`config.mk`:
```
export PLATFORM = sky130hd
export DESIGN_NAME = gauss_window_ctrl
export DESIGN_NICKNAME = d
export VERILOG_FILES = /design/src/rtl/gauss_pkg.sv /design/src/rtl/gauss_window_ctrl_raster_counter.sv /design/src/rtl/gauss_window_ctrl.sv
export SDC_FILE = /design/constraint.sdc
export NUM_CORES = 1
export LEC_CHECK = 0
export BUFFER_PORTS_ARGS = -buffer_cell sky130_fd_sc_hd__buf_2
export CAP_MARGIN = 20
export CORE_ASPECT_RATIO = 1.2
export CORE_MARGIN = 5
export CORE_UTILIZATION = 42
export CTS_BUF_LIST = sky130_fd_sc_hd__clkbuf_4 sky130_fd_sc_hd__clkbuf_8
export DETAILED_ROUTE_END_ITERATION = 7
export PLACE_DENSITY = 0.7
export SLEW_MARGIN = 20
export SYNTH_ARGS = -nofsm -noshare
export SYNTH_HDL_FRONTEND = slang
export SYNTH_HIERARCHICAL = 1
export SYNTH_SLANG_ARGS = --single-unit
```
`constraint.sdc`:
```
create_clock -name clk -period 2.1 [get_ports clk]
set_input_delay 0.105 -clock clk [delete_from_list [all_inputs] [get_ports clk]]
set_output_delay 0.105 -clock clk [all_outputs]
set_load 0.01 [all_outputs]
```
`src/rtl/gauss_pkg.sv`:
```
// Shared definitions for the Gaussian window frame sequencer.
// - Default frame geometry and kernel radius.
// - FSM state encoding for gauss_window_ctrl.
// - Helper to size the output (interior-window) image.
package gauss_pkg;

  localparam int unsigned DEF_WIDTH    = 512;
  localparam int unsigned DEF_HEIGHT   = 512;
  localparam int unsigned DEF_R_KERNEL = 2;

  localparam int unsigned DEF_OUT_W    = DEF_WIDTH  - 2 * DEF_R_KERNEL;
  localparam int unsigned DEF_OUT_H    = DEF_HEIGHT - 2 * DEF_R_KERNEL;
  localparam int unsigned DEF_OUT_SIZE = DEF_OUT_W * DEF_OUT_H;

  typedef enum logic [1:0] {
    IDLE = 2'd0,
    RUN  = 2'd1,
    DONE = 2'd2
  } state_t;

  // Number of interior windows produced per frame.
  function automatic int unsigned out_size(input int unsigned w,
                                           input int unsigned h,
                                           input int unsigned r);
    return (w - 2 * r) * (h - 2 * r);
  endfunction

endpackage

```
`src/rtl/gauss_window_ctrl_raster_counter.sv`:
```
// Raster position counter (column fast, row slow).
// Ports:
//   clk, rst  - clock, synchronous active-high reset
//   clr       - synchronous clear to (0,0)
//   en        - advance one pixel
//   col, row  - current raster position
//   last      - position is the final pixel of the frame
module raster_counter #(
  parameter int unsigned WIDTH  = 512,
  parameter int unsigned HEIGHT = 512,
  parameter int unsigned CW     = 9,
  parameter int unsigned RW     = 9
) (
  input  logic          clk,
  input  logic          rst,
  input  logic          clr,
  input  logic          en,
  output logic [CW-1:0] col,
  output logic [RW-1:0] row,
  output logic          last
);

  localparam logic [CW-1:0] COL_MAX = CW'(WIDTH - 1);
  localparam logic [RW-1:0] ROW_MAX = RW'(HEIGHT - 1);

  logic col_end;
  logic row_end;

  assign col_end = (col == COL_MAX);
  assign row_end = (row == ROW_MAX);
  assign last    = col_end & row_end;

  always_ff @(posedge clk) begin
    if (rst || clr) begin
      col <= '0;
      row <= '0;
    end else if (en) begin
      if (col_end) begin
        col <= '0;
        // Row also wraps after the last pixel so it never exceeds HEIGHT-1.
        row <= row_end ? '0 : row + 1'b1;
      end else begin
        col <= col + 1'b1;
      end
    end
  end

endmodule

```
`src/rtl/gauss_window_ctrl.sv`:
```
// Frame sequencer for the 5x5 Gaussian window line buffer (buf_to_gauss).
// Accepts a raster pixel stream, forwards it to the buffer, tracks raster
// position and flags cycles on which the buffer window is a valid interior
// window.
// Ports:
//   clk, rst     - clock, synchronous active-high reset
//   start        - begin a frame (honoured in IDLE only)
//   stall        - downstream hold, forces in_ready low
//   in_valid     - source pixel valid
//   in_pix       - source pixel
//   in_ready     - pixel accepted when in_valid & in_ready
//   buf_write    - write strobe to the line buffer
//   buf_pix      - pixel to the line buffer
//   win_valid    - interior window valid (one cycle after the accept)
//   win_x, win_y - window centre in output-image coordinates
//   busy         - high in RUN and DONE
//   frame_done   - pulse coincident with the final win_valid
module gauss_window_ctrl
  import gauss_pkg::*;
#(
  parameter int unsigned WIDTH    = DEF_WIDTH,
  parameter int unsigned HEIGHT   = DEF_HEIGHT,
  parameter int unsigned R_KERNEL = DEF_R_KERNEL,
  localparam int unsigned CW      = $clog2(WIDTH),
  localparam int unsigned RW      = $clog2(HEIGHT)
) (
  input  logic          clk,
  input  logic          rst,
  input  logic          start,
  input  logic          stall,
  input  logic          in_valid,
  input  logic [7:0]    in_pix,
  output logic          in_ready,
  output logic          buf_write,
  output logic [7:0]    buf_pix,
  output logic          win_valid,
  output logic [CW-1:0] win_x,
  output logic [RW-1:0] win_y,
  output logic          busy,
  output logic          frame_done
);

  localparam int unsigned OUT_SIZE = out_size(WIDTH, HEIGHT, R_KERNEL);
  localparam int unsigned OCW      = (OUT_SIZE > 1) ? $clog2(OUT_SIZE) : 1;

  localparam logic [CW-1:0]  COL_OFF  = CW'(2 * R_KERNEL);
  localparam logic [RW-1:0]  ROW_OFF  = RW'(2 * R_KERNEL);
  localparam logic [OCW-1:0] CNT_LAST = OCW'(OUT_SIZE - 1);

  state_t state;
  state_t state_next;

  logic          accept;
  logic          frame_clr;
  logic          last_pix;
  logic          interior;
  logic          win_gen;
  logic [CW-1:0] col;
  logic [RW-1:0] row;
  logic [OCW-1:0] win_cnt;

  assign in_ready  = (state == RUN) & ~stall;
  assign accept    = in_valid & in_ready;
  assign buf_write = accept;
  assign buf_pix   = in_pix;
  assign busy      = (state != IDLE);
  assign frame_clr = (state == IDLE) & start;

  raster_counter #(
    .WIDTH (WIDTH),
    .HEIGHT(HEIGHT),
    .CW    (CW),
    .RW    (RW)
  ) u_raster (
    .clk (clk),
    .rst (rst),
    .clr (frame_clr),
    .en  (accept),
    .col (col),
    .row (row),
    .last(last_pix)
  );

  always_ff @(posedge clk) begin
    if (rst) begin
      state <= IDLE;
    end else begin
      state <= state_next;
    end
  end

  always_comb begin
    state_next = state;
    case (state)
      IDLE:    if (start) state_next = RUN;
      RUN:     if (accept && last_pix) state_next = DONE;
      DONE:    state_next = IDLE;
      default: state_next = IDLE;
    endcase
  end

  // Subtraction below is only used when the compare holds, so no underflow.
  assign interior = (col >= COL_OFF) & (row >= ROW_OFF);
  assign win_gen  = accept & interior;

  always_ff @(posedge clk) begin
    if (rst) begin
      win_valid  <= 1'b0;
      win_x      <= '0;
      win_y      <= '0;
      frame_done <= 1'b0;
      win_cnt    <= '0;
    end else begin
      win_valid  <= win_gen;
      // win_cnt counts windows already issued, so the registered pulse
      // lines up with the final win_valid.
      frame_done <= win_gen & (win_cnt == CNT_LAST);
      if (win_gen) begin
        win_x   <= col - COL_OFF;
        win_y   <= row - ROW_OFF;
        win_cnt <= (win_cnt == CNT_LAST) ? '0 : win_cnt + 1'b1;
      end else if (frame_clr) begin
        win_cnt <= '0;
      end
    end
  end

endmodule

```
### Word level (Yosys, flattened, before mapping)

Index checks and enable logic that the tools add are counted.

| operators by class | value |
|---|---|
| $add $sub $neg | 5 |
| order comparisons | 2 |
| equal/unequal tests | 6 |
| mux-type cells | 8 |
| bitwise logic cells | 8 |
| reduce and logical (&&, ||, !) cells | 7 |

Operators with widths:

| kind | count |
|---|---|
| two-way mux 18 bit | 3 |
| adder 18 x 1 -> 18 bit (second input constant) | 1 |
| adder 9 x 1 -> 9 bit (second input constant) | 2 |
| equality test 18 bit (second input constant) | 1 |
| equality test 9 bit (second input constant) | 2 |
| greater-or-equal comparator 9 x 3 -> 1 bit (second input constant) | 2 |
| two-way mux 9 bit | 2 |
| subtractor 9 x 3 -> 9 bit (second input constant) | 2 |
| bitwise AND 1 bit | 7 |
| two-way mux 2 bit | 2 |
| case mux 2 bit (2 select lines) | 1 |
| AND reduction 2 bit | 2 |
| nonzero test 2 bit | 2 |
| equality test 2 x 1 -> 1 bit (second input constant) | 1 |
| zero test 2 bit | 1 |
| inequality test 2 x 1 -> 1 bit (second input constant) | 1 |
| inequality test 2 bit (second input constant) | 1 |
| logical AND 1 bit | 1 |
| logical OR 1 bit | 1 |
| inverter 1 bit | 1 |

| word-level totals | value |
|---|---|
| register bits | 58 |
| input bits | 13 |
| output and inout port bits | 31 |
| word-level logic and storage cells | 44 |

### Longest topological paths before layout

Gate-level depths: netlist (run 1).

| depth | value |
|---|---|
| depth in word-level cells | 6 |
| gate-level depth with buffers | 10 |
| mapped depth without buffers | 8 |

### Modules after synthesis

The synthesis (run 1) kept the hierarchy.

By module, submodules not included:

| module | instances | cells each | area an instance (um^2) | sequential area each (um^2) |
|---|---|---|---|---|
| gauss_window_ctrl | 1 | 249 | 2,049.5 | 800.8 |
| raster_counter | 1 | 101 | 892.1 | 360.3 |

### Worst setup path after synthesis (run 1)

No wires, ideal clock.

| path | value |
|---|---|
| kind | reg-to-reg |
| start | register u_raster.col[2] |
| end | register win_cnt[14] |
| setup time | 0.073 ns |
| data arrival time | 1.935 ns |
| data required time | 2.027 ns |
| setup slack | 0.092 ns |
| stages on the path, launching flop included | 10 |
| buffers on the path | 2 |
| clock period less this slack | 2.008 ns |
| cells stage by stage | dfxtp_1 > ha_1 > nor3b_1 > o31ai_2 > or3_1 > buf_4 > inv_2 > buf_2 > nand4_1 > o211ai_2 |

| on the way | value |
|---|---|
| cells in the longest elaborated chain, start to end | 4 |
| elaborated cells between the ends (all ways) | 5 |
| classes of those cells | 1 x order compare; 1 x mux; 2 x bitwise; 1 x reduce/logical |

Ends and longest elaborated chain:

| what | line | source |
|---|---|---|
| start, declared | gauss_window_ctrl_raster_counter.sv:18 | `output logic [CW-1:0] col,` |
| start signal, assigned | gauss_window_ctrl_raster_counter.sv:43 | `col <= col + 1'b1;` |
| greater-or-equal comparator 9 x 3 -> 1 bit (*) | gauss_window_ctrl.sv:103 | `assign interior = (col >= COL_OFF) & (row >= ROW_OFF);` |
| bitwise AND 1 bit (*) | gauss_window_ctrl.sv:103 |  |
| bitwise AND 1 bit (*) | gauss_window_ctrl.sv:104 | `assign win_gen = accept & interior;` |
| two-way mux 18 bit or nonzero test 2 bit (tied branches) | -- |  |
| end signal, assigned | gauss_window_ctrl.sv:121 | `win_cnt <= (win_cnt == CNT_LAST) ? '0 : win_cnt + 1'b1;` |
| end, declared | gauss_window_ctrl.sv:60 | `logic [OCW-1:0] win_cnt;` |

Every way passes the cells marked *; elsewhere a longest branch is shown, timed or not.
A chain may end at the register's enable or synchronous reset.

### Final worst setup path (run 1)

| path | value |
|---|---|
| start | register u_raster.col[7] |
| end | register win_cnt[6] |

Same word-level chain as after synthesis.

==> results of run 1 <==
[Yosys cell counts (4+ instances only)]
cell and number:
sky130_fd_sc_hd__a211oi_1 13, sky130_fd_sc_hd__a21oi_1 15, sky130_fd_sc_hd__and3_1 4, sky130_fd_sc_hd__buf_2 4, sky130_fd_sc_hd__buf_4 9, sky130_fd_sc_hd__clkbuf_1 7, sky130_fd_sc_hd__dfxtp_1 58, sky130_fd_sc_hd__ha_1 11
sky130_fd_sc_hd__inv_1 11, sky130_fd_sc_hd__mux2i_1 5, sky130_fd_sc_hd__nand2_1 41, sky130_fd_sc_hd__nand3_1 19, sky130_fd_sc_hd__nand3_2 4, sky130_fd_sc_hd__nand4_1 10, sky130_fd_sc_hd__nor2_1 41, sky130_fd_sc_hd__nor3_1 7
sky130_fd_sc_hd__nor4_1 6, sky130_fd_sc_hd__o21ai_0 7, sky130_fd_sc_hd__o31ai_1 4, sky130_fd_sc_hd__or2_2 6, sky130_fd_sc_hd__or3_1 11, sky130_fd_sc_hd__xnor2_1 6, sky130_fd_sc_hd__xor2_1 9
[state kept, by name, summed over array words and instances, names as in the netlist]
name / cells
win_valid: 1
u_raster/row: 9
win_cnt: 18
state: 2
frame_done: 1
win_x: 9
win_y: 9
u_raster/col: 9
[layout make-up]
cell class | instances | area share (%)
multi-input combinational | 259 | 45.9
sequential | 58 | 32.7
timing repair buffer | 61 | 11.7
clock buffer | 14 | 5.07
tap | 87 | 3.06
inverter | 12 | 1.27
clock inverter | 2 | 0.282
[power breakdown]
part | internal [uW] | total (uW) | switching [uW]
clock network | 548 | 966 | 418
logic | 21.4 | 63.1 | 41.7
registers | 1100 | 1100 | 2.19
total | 1670 | 2130 | 462
[path summary, 6_finish.rpt]
check | from | endpoint | slack (ns) | cells after the start
max | u_raster/col[7] | win_cnt[6] | 0.1 | 6
min | rst | win_y[1] | 0.04 | 2
max reg2reg | u_raster/col[7] | win_cnt[6] | 0.1 | 6
min reg2reg | win_y[1] | win_y[1] | 0.46 | 2
[logic make-up (layout without fill, tap and decap cells)]
| group | after synthesis | after routing |
|---|---|---|
| compound gates | 63 | 63 |
| xor+xnor | 15 | 15 |
| fa+ha+maj | 11 | 11 |
| buf+inv | 33 | 89 |
| flops | 58 | 58 |
| mux | 5 | 5 |
| simple gates | 165 | 165 |
[metrics by stage]
stage / util, % / cell area (sq um) / std cells / total power, uW
detailed placement: 49.1 / 3340 / 477 / 1190
global placement: 49.1 / 3340 / 477 / 1190
CTS: 51.9 / 3540 / 493 / 2160
finish: 52.2 / 3550 / 493 / 2130
floorplan: - / 2940 / 350 / 1180
global route: 52.2 / 3550 / 493 / 2220
[metal layers]
metal  vias to the layer above  track usage, %  part of all wire (%)
li1                       1359               -                     -
met1                      1238            19.0                    43
met2                        66            27.3                    51
met3                         8            4.80                   5.2
met4                         0            6.00                   1.0
met5                         -               0                     0
==> metrics.txt, run 1 <==
# TYPE chip_impl_metric gauge
chip_impl_metric{name="grt_pass1_vias",unit=""} 2591
chip_impl_metric{name="gp_congestion",unit=""} 0.832
chip_impl_metric{name="critical-path-max-stage-delay",unit="ns"} 0.54
chip_impl_metric{name="grt_usage",unit="%"} 16.0
chip_impl_metric{name="grt_pass1_wl",unit="microns"} 11300
chip_impl_info{name="main_combinational_cell_family_by_area_after_synthesis",value="simple AND/OR/NAND/NOR gates"} 1
chip_impl_metric{name="worst-path-buf-inv",unit=""} 1
chip_impl_metric{name="slew_viol_final",unit=""} 0
chip_impl_metric{name="remaining_drc_errors",unit=""} 0
chip_impl_metric{name="powerDensity",unit="nW/um^2"} 600
chip_impl_metric{name="mappedNetlistNets",unit=""} 374
chip_impl_metric{name="synth_top_cell_area_share",unit="%"} 39.5
chip_impl_metric{name="clock_path_buffers",unit=""} 2
chip_impl_metric{name="multi_input_comb_area",unit="sq um"} 1630
chip_impl_metric{name="floorplan.die_area",unit="sq um"} 8780
chip_impl_info{name="ys.flop_type",value="sky130_fd_sc_hd__dfxtp_1"} 1
chip_impl_metric{name="ys_warn_count",unit=""} 6
chip_impl_metric{name="synthSimpleGateAreaFrac",unit="%"} 28.6
chip_impl_metric{name="layout-area-overhead-vs-synth",unit="%"} 20.8
chip_impl_metric{name="synth-adder-area-share",unit="%"} 4.68
chip_impl_metric{name="post_cts_setup_repair_buffer_count",unit=""} 0
chip_impl_metric{name="total_leakage_power",unit="uW"} 0.00146
chip_impl_metric{name="placement.setup.worst_slack",unit="ns"} 0.0109
chip_impl_metric{name="required",unit="ns"} 2.32
chip_impl_metric{name="finClkSkew",unit="ns"} 0.00578
chip_impl_metric{name="critical_path_maximum_fanout",unit=""} 13
chip_impl_info{name="synthDominantAreaCellType",value="sky130_fd_sc_hd__dfxtp_1"} 1
chip_impl_metric{name="die_width",unit="microns"} 86.4
chip_impl_info{name="outcome",value="complete, no violations"} 1
chip_impl_metric{name="nets",unit=""} 425
chip_impl_metric{name="floorplan.rows",unit=""} 33
chip_impl_metric{name="ys_seq_area_share",unit="%"} 39.5
chip_impl_info{name="grt_setup_unrepaired",value="no"} 1
chip_impl_metric{name="wl_per_cell",unit="microns"} 13.5
chip_impl_metric{name="clock_sink_count",unit=""} 58
chip_impl_metric{name="dr.first_iter.drc_count",unit=""} 130
chip_impl_metric{name="fmax",unit="MHz"} 500
chip_impl_metric{name="max-vdd-ir-drop",unit="mV"} 0.473
chip_impl_metric{name="timing.final.hold_violations",unit=""} 0
chip_impl_info{name="final_cell_mix",value="57 x sky130_fd_sc_hd__dfxtp_1, 40 x sky130_fd_sc_hd__nor2_1, 40 x sky130_fd_sc_hd__nand2_1, 32 x sky130_fd_sc_hd__buf_4, 27 x sky130_fd_sc_hd__buf_2"} 1
chip_impl_metric{name="post_synth_mux_area_share",unit="%"} 1.70
chip_impl_info{name="crit_path_end_kind",value="flop"} 1
chip_impl_metric{name="synth.cell_area",unit="sq um"} 2940
chip_impl_metric{name="grt_start_max_net_pins",unit=""} 22
chip_impl_info{name="cp-start-kind",value="flop"} 1
chip_impl_metric{name="cts_buffers",unit=""} 9
chip_impl_metric{name="hpwl",unit="microns"} 4880
chip_impl_metric{name="holdBufCountCts",unit=""} 0
chip_impl_info{name="crit_family",value="simple AND/OR/NAND/NOR gates"} 1
chip_impl_metric{name="synth_xor_xnor_area_share",unit="%"} 4.47
chip_impl_metric{name="maxCapViolations",unit=""} 0
chip_impl_metric{name="antenna_found_initial",unit=""} 0
chip_impl_info{name="cts_tree",value="built"} 1
chip_impl_metric{name="synthArstFlopShare",unit="%"} 0
chip_impl_metric{name="timing.hold.ws",unit="ns"} 0.0395
chip_impl_metric{name="die_height",unit="microns"} 102
chip_impl_info{name="worst_path_max_delay_cell",value="sky130_fd_sc_hd__or4_4"} 1
chip_impl_metric{name="cts.repair.resized",unit=""} 1
chip_impl_metric{name="area.sequential",unit="sq um"} 1160
chip_impl_metric{name="synth_compound_gate_area_share",unit="%"} 15.3
chip_impl_metric{name="number_of_enable_type_register_cells_in_the_synthesized_netlist",unit=""} 0
chip_impl_metric{name="setup_viol",unit=""} 0
chip_impl_metric{name="fin_ws",unit="ns"} 0.0998
chip_impl_info{name="crit_chain",value="or4_4 > o31ai_2 > or3_4 > inv_2 > and3_1 > a221o_1"} 1
chip_impl_metric{name="port_buffers",unit=""} 27
chip_impl_info{name="final_common_cell",value="sky130_fd_sc_hd__dfxtp_1"} 1
chip_impl_metric{name="n_fill_cell",unit=""} 648
chip_impl_metric{name="slew_headroom",unit="%"} 65.2
chip_impl_info{name="synth_top_cells_by_area",value="sky130_fd_sc_hd__dfxtp_1 39%, sky130_fd_sc_hd__nand2_1 5.2%, sky130_fd_sc_hd__nor2_1 5.2%, sky130_fd_sc_hd__ha_1 4.7%, sky130_fd_sc_hd__a211oi_1 3.3%"} 1
chip_impl_metric{name="io_pins",unit=""} 44
chip_impl_metric{name="placeable_core_area",unit="sq um"} 6810
chip_impl_info{name="critPathKind",value="flop to flop"} 1
chip_impl_info{name="hold_class",value="input port to flop"} 1
chip_impl_metric{name="totalWireLength",unit="microns"} 6630
chip_impl_metric{name="routed_via_density",unit=""} 5.42
chip_impl_metric{name="drt-pass1-iter-count",unit=""} 4
chip_impl_metric{name="vias",unit=""} 2671
chip_impl_metric{name="yosys_register_bits",unit=""} 58
chip_impl_metric{name="postSynthCellCount",unit=""} 350
chip_impl_metric{name="worstSkewPairLatency",unit="ns"} 0.33
chip_impl_metric{name="fin_setup_tns",unit="ns"} 0
chip_impl_metric{name="initial_utilization",unit="%"} 43.2
chip_impl_metric{name="critical_path_arrival",unit="ns"} 2.22
chip_impl_metric{name="ratio_of_final_minimum_period_to_clock_period",unit="%"} 95.2
chip_impl_metric{name="congestion_overflow_gr",unit=""} 0
chip_impl_metric{name="antenna-diode-count",unit=""} 0
chip_impl_metric{name="h_tree_levels",unit=""} 3
chip_impl_metric{name="timing_worst_slew_pin_value",unit="ns"} 0.515
chip_impl_metric{name="detail_route_antenna_nets",unit=""} 0
chip_impl_metric{name="cts.reportedPaths.clkPinSlew",unit="ns"} 0.06
chip_impl_metric{name="finalWorstPathRequiredPeriod",unit="ns"} 2.00
chip_impl_info{name="root_buffer",value="sky130_fd_sc_hd__clkbuf_8"} 1
chip_impl_metric{name="final_layout_size_suffix_gt1_share",unit="%"} 25.4
chip_impl_metric{name="post_synthesis_area_per_instance",unit="sq um"} 8.40
chip_impl_metric{name="synthDistinctLibCells",unit=""} 53
(Power assumes the default switching activity.)
==> inputs of run 2 (changes only) <==
- RECOVER_POWER: default -> 50
==> metrics.txt, run 2 (synthesis gave the netlist of run 1 again) <==
# TYPE chip_impl_metric gauge
chip_impl_metric{name="worstSkewPairLatency",unit="ns"} 0.33
chip_impl_info{name="outcome",value="complete, no violations"} 1
chip_impl_metric{name="antenna_found_initial",unit=""} 0
chip_impl_metric{name="critical_path_maximum_fanout",unit=""} 13
chip_impl_metric{name="setup_viol",unit=""} 0
chip_impl_info{name="final_common_cell",value="sky130_fd_sc_hd__dfxtp_1"} 1
chip_impl_metric{name="grt_start_max_net_pins",unit=""} 22
chip_impl_metric{name="grt_pass1_wl",unit="microns"} 11300
chip_impl_metric{name="final_core_utilization",unit="%"} 51.6
chip_impl_info{name="regToRegEndpoint",value="win_cnt[6]"} 1
chip_impl_metric{name="die_height",unit="microns"} 102
chip_impl_metric{name="finalWorstPathRequiredPeriod",unit="ns"} 2.00
chip_impl_metric{name="hpwl",unit="microns"} 4880
chip_impl_metric{name="totalWireLength",unit="microns"} 6610
chip_impl_metric{name="placeable_core_area",unit="sq um"} 6810
chip_impl_info{name="crit_path_end_kind",value="flop"} 1
chip_impl_metric{name="congestion_overflow_gr",unit=""} 0
chip_impl_metric{name="maxCapViolations",unit=""} 0
chip_impl_info{name="final_cell_mix",value="57 x sky130_fd_sc_hd__dfxtp_1, 40 x sky130_fd_sc_hd__nor2_1, 40 x sky130_fd_sc_hd__nand2_1, 30 x sky130_fd_sc_hd__buf_4, 24 x sky130_fd_sc_hd__clkbuf_1"} 1
chip_impl_info{name="root_buffer",value="sky130_fd_sc_hd__clkbuf_8"} 1
chip_impl_metric{name="drt-pass1-iter-count",unit=""} 4
chip_impl_metric{name="powerDensity",unit="nW/um^2"} 605
chip_impl_metric{name="finClkSkew",unit="ns"} 0.00573
chip_impl_metric{name="remaining_drc_errors",unit=""} 0
chip_impl_metric{name="layoutNonFillerInstCount",unit=""} 493
chip_impl_info{name="grt_setup_unrepaired",value="no"} 1
chip_impl_info{name="crit_start",value="u_raster/col[7]"} 1
chip_impl_metric{name="cts.reportedPaths.clkPinSlew",unit="ns"} 0.06
chip_impl_info{name="worst_path_max_delay_cell",value="sky130_fd_sc_hd__or4_4"} 1
chip_impl_metric{name="rr_worst_depth",unit=""} 6
chip_impl_metric{name="largest_register_ffs",unit=""} 18
chip_impl_metric{name="fin_setup_tns",unit="ns"} 0
chip_impl_metric{name="slew_viol_final",unit=""} 0
chip_impl_metric{name="layout-area-overhead-vs-synth",unit="%"} 19.6
chip_impl_metric{name="critical_path_arrival",unit="ns"} 2.22
chip_impl_info{name="critPathKind",value="flop to flop"} 1
chip_impl_metric{name="timing_worst_slew_pin_value",unit="ns"} 0.511
chip_impl_metric{name="worst-r2r-setup-slack",unit="ns"} 0.1
chip_impl_metric{name="required",unit="ns"} 2.32
chip_impl_info{name="cts_tree",value="built"} 1
chip_impl_metric{name="final_layout_size_suffix_gt1_share",unit="%"} 19.2
chip_impl_metric{name="routed_via_density",unit=""} 5.39
chip_impl_info{name="worstSetupEndpoint",value="win_cnt[6]"} 1
chip_impl_metric{name="initial_utilization",unit="%"} 43.2
chip_impl_info{name="cp-start-kind",value="flop"} 1
chip_impl_metric{name="worst-path-buf-inv",unit=""} 1
chip_impl_metric{name="port_buffers",unit=""} 27
chip_impl_metric{name="worst-path-stages",unit=""} 6
chip_impl_metric{name="antenna-diode-count",unit=""} 0
chip_impl_metric{name="gp_congestion",unit=""} 0.832
chip_impl_metric{name="grt_usage",unit="%"} 16.0
chip_impl_metric{name="clock_path_buffers",unit=""} 2
chip_impl_metric{name="detail_route_antenna_nets",unit=""} 0
chip_impl_metric{name="grt_pass1_vias",unit=""} 2591
chip_impl_metric{name="critical-path-max-stage-delay",unit="ns"} 0.54
chip_impl_info{name="hold_class",value="input port to flop"} 1
chip_impl_metric{name="h_tree_levels",unit=""} 3
chip_impl_metric{name="nets",unit=""} 425
chip_impl_metric{name="clock_sink_count",unit=""} 58
chip_impl_info{name="crit_chain",value="or4_4 > o31ai_2 > or3_4 > inv_2 > and3_1 > a221o_1"} 1
chip_impl_metric{name="cts_buffers",unit=""} 9
chip_impl_metric{name="fmax",unit="MHz"} 500
chip_impl_metric{name="total_leakage_power",unit="uW"} 0.00135
chip_impl_info{name="registers.top_by_ff_count",value="win_cnt"} 1
chip_impl_metric{name="floorplan.die_area",unit="sq um"} 8780
chip_impl_metric{name="placedCellCount",unit=""} 477
chip_impl_metric{name="max-vdd-ir-drop",unit="mV"} 0.471
chip_impl_metric{name="ratio_of_final_minimum_period_to_clock_period",unit="%"} 95.3
chip_impl_info{name="crit_family",value="simple AND/OR/NAND/NOR gates"} 1
chip_impl_metric{name="vias",unit=""} 2659
chip_impl_metric{name="dr.first_iter.drc_count",unit=""} 100
chip_impl_metric{name="slew_headroom",unit="%"} 65.5
chip_impl_metric{name="die_width",unit="microns"} 86.4
chip_impl_metric{name="timing.hold.ws",unit="ns"} 0.0411
chip_impl_metric{name="timing.final.hold_violations",unit=""} 0
chip_impl_metric{name="wl_per_cell",unit="microns"} 13.4
chip_impl_metric{name="floorplan.rows",unit=""} 33
chip_impl_info{name="worst_r2r_startpoint",value="u_raster/col[7]"} 1
chip_impl_metric{name="io_pins",unit=""} 44
[run 2: worst min path at each step]
| stage | start | endpoint | cells past startpoint |
|---|---|---|---|
| after floorplan | stall | in_ready | 1 |
| after global placement | in_pix[0] | buf_pix[0] | 0 |
| after detailed placement | in_pix[0] | buf_pix[0] | 0 |
| after CTS | rst | win_y[1] | 2 |
| after global routing | rst | win_y[1] | 2 |
| final | rst | win_y[1] | 2 |
[run 2: metrics by stage]
step / area [sq um] / setup slack (ns) / total power, uW
after floorplan: 2940 / 0.0922 / 1180
after global placement: 3340 / 0.0770 / 1190
after detailed placement: 3340 / 0.0109 / 1190
after CTS: 3540 / 0.0106 / 2160
after global routing: 3520 / 0.00271 / 2220
final: 3520 / 0.0993 / 2130
[run 2: layout make-up]
class,count,area (sq um)
Multi-Input combinational cell,259,1630
Fill cell,661,3290
Clock inverter,2,10.0
Clock buffer,14,180
Sequential cell,58,1160
Inverter,12,45.0
Tap cell,87,109
Timing Repair Buffer,61,380
[run 2: report_power, final]
part	internal (uW)	total [uW]	switching [uW]
Clock	548	963	416
Combinational	19.4	61.0	41.6
Sequential	1100	1100	2.12
Total	1670	2130	459
[run 2: per-layer routing]
layer | vias to the layer above | GRT usage, % | routed length [microns]
met4 | 0 | 6.00 | 86
met1 | 1231 | 19.0 | 2850
met3 | 13 | 4.80 | 322
met2 | 60 | 27.3 | 3360
li1 | 1355 | - | -
met5 | - | 0 | 0
[run 2: worst register-to-register path, stage by stage (launching register included)]
cell and delay [ns]:
sky130_fd_sc_hd__dfxtp_1 0.31, sky130_fd_sc_hd__or4_4 0.54, sky130_fd_sc_hd__o31ai_2 0.28, sky130_fd_sc_hd__or3_4 0.22, sky130_fd_sc_hd__inv_2 0.11, sky130_fd_sc_hd__and3_1 0.18
sky130_fd_sc_hd__a221o_1 0.25
[run 2: what timing repair did]
item                                    4_1_cts  5_1_grt
endpoints found under the setup margin        5       18
hold buffers                                  0        0
gates cloned                                  0        0
setup buffers                                 0        0
gates resized for setup                       1        4
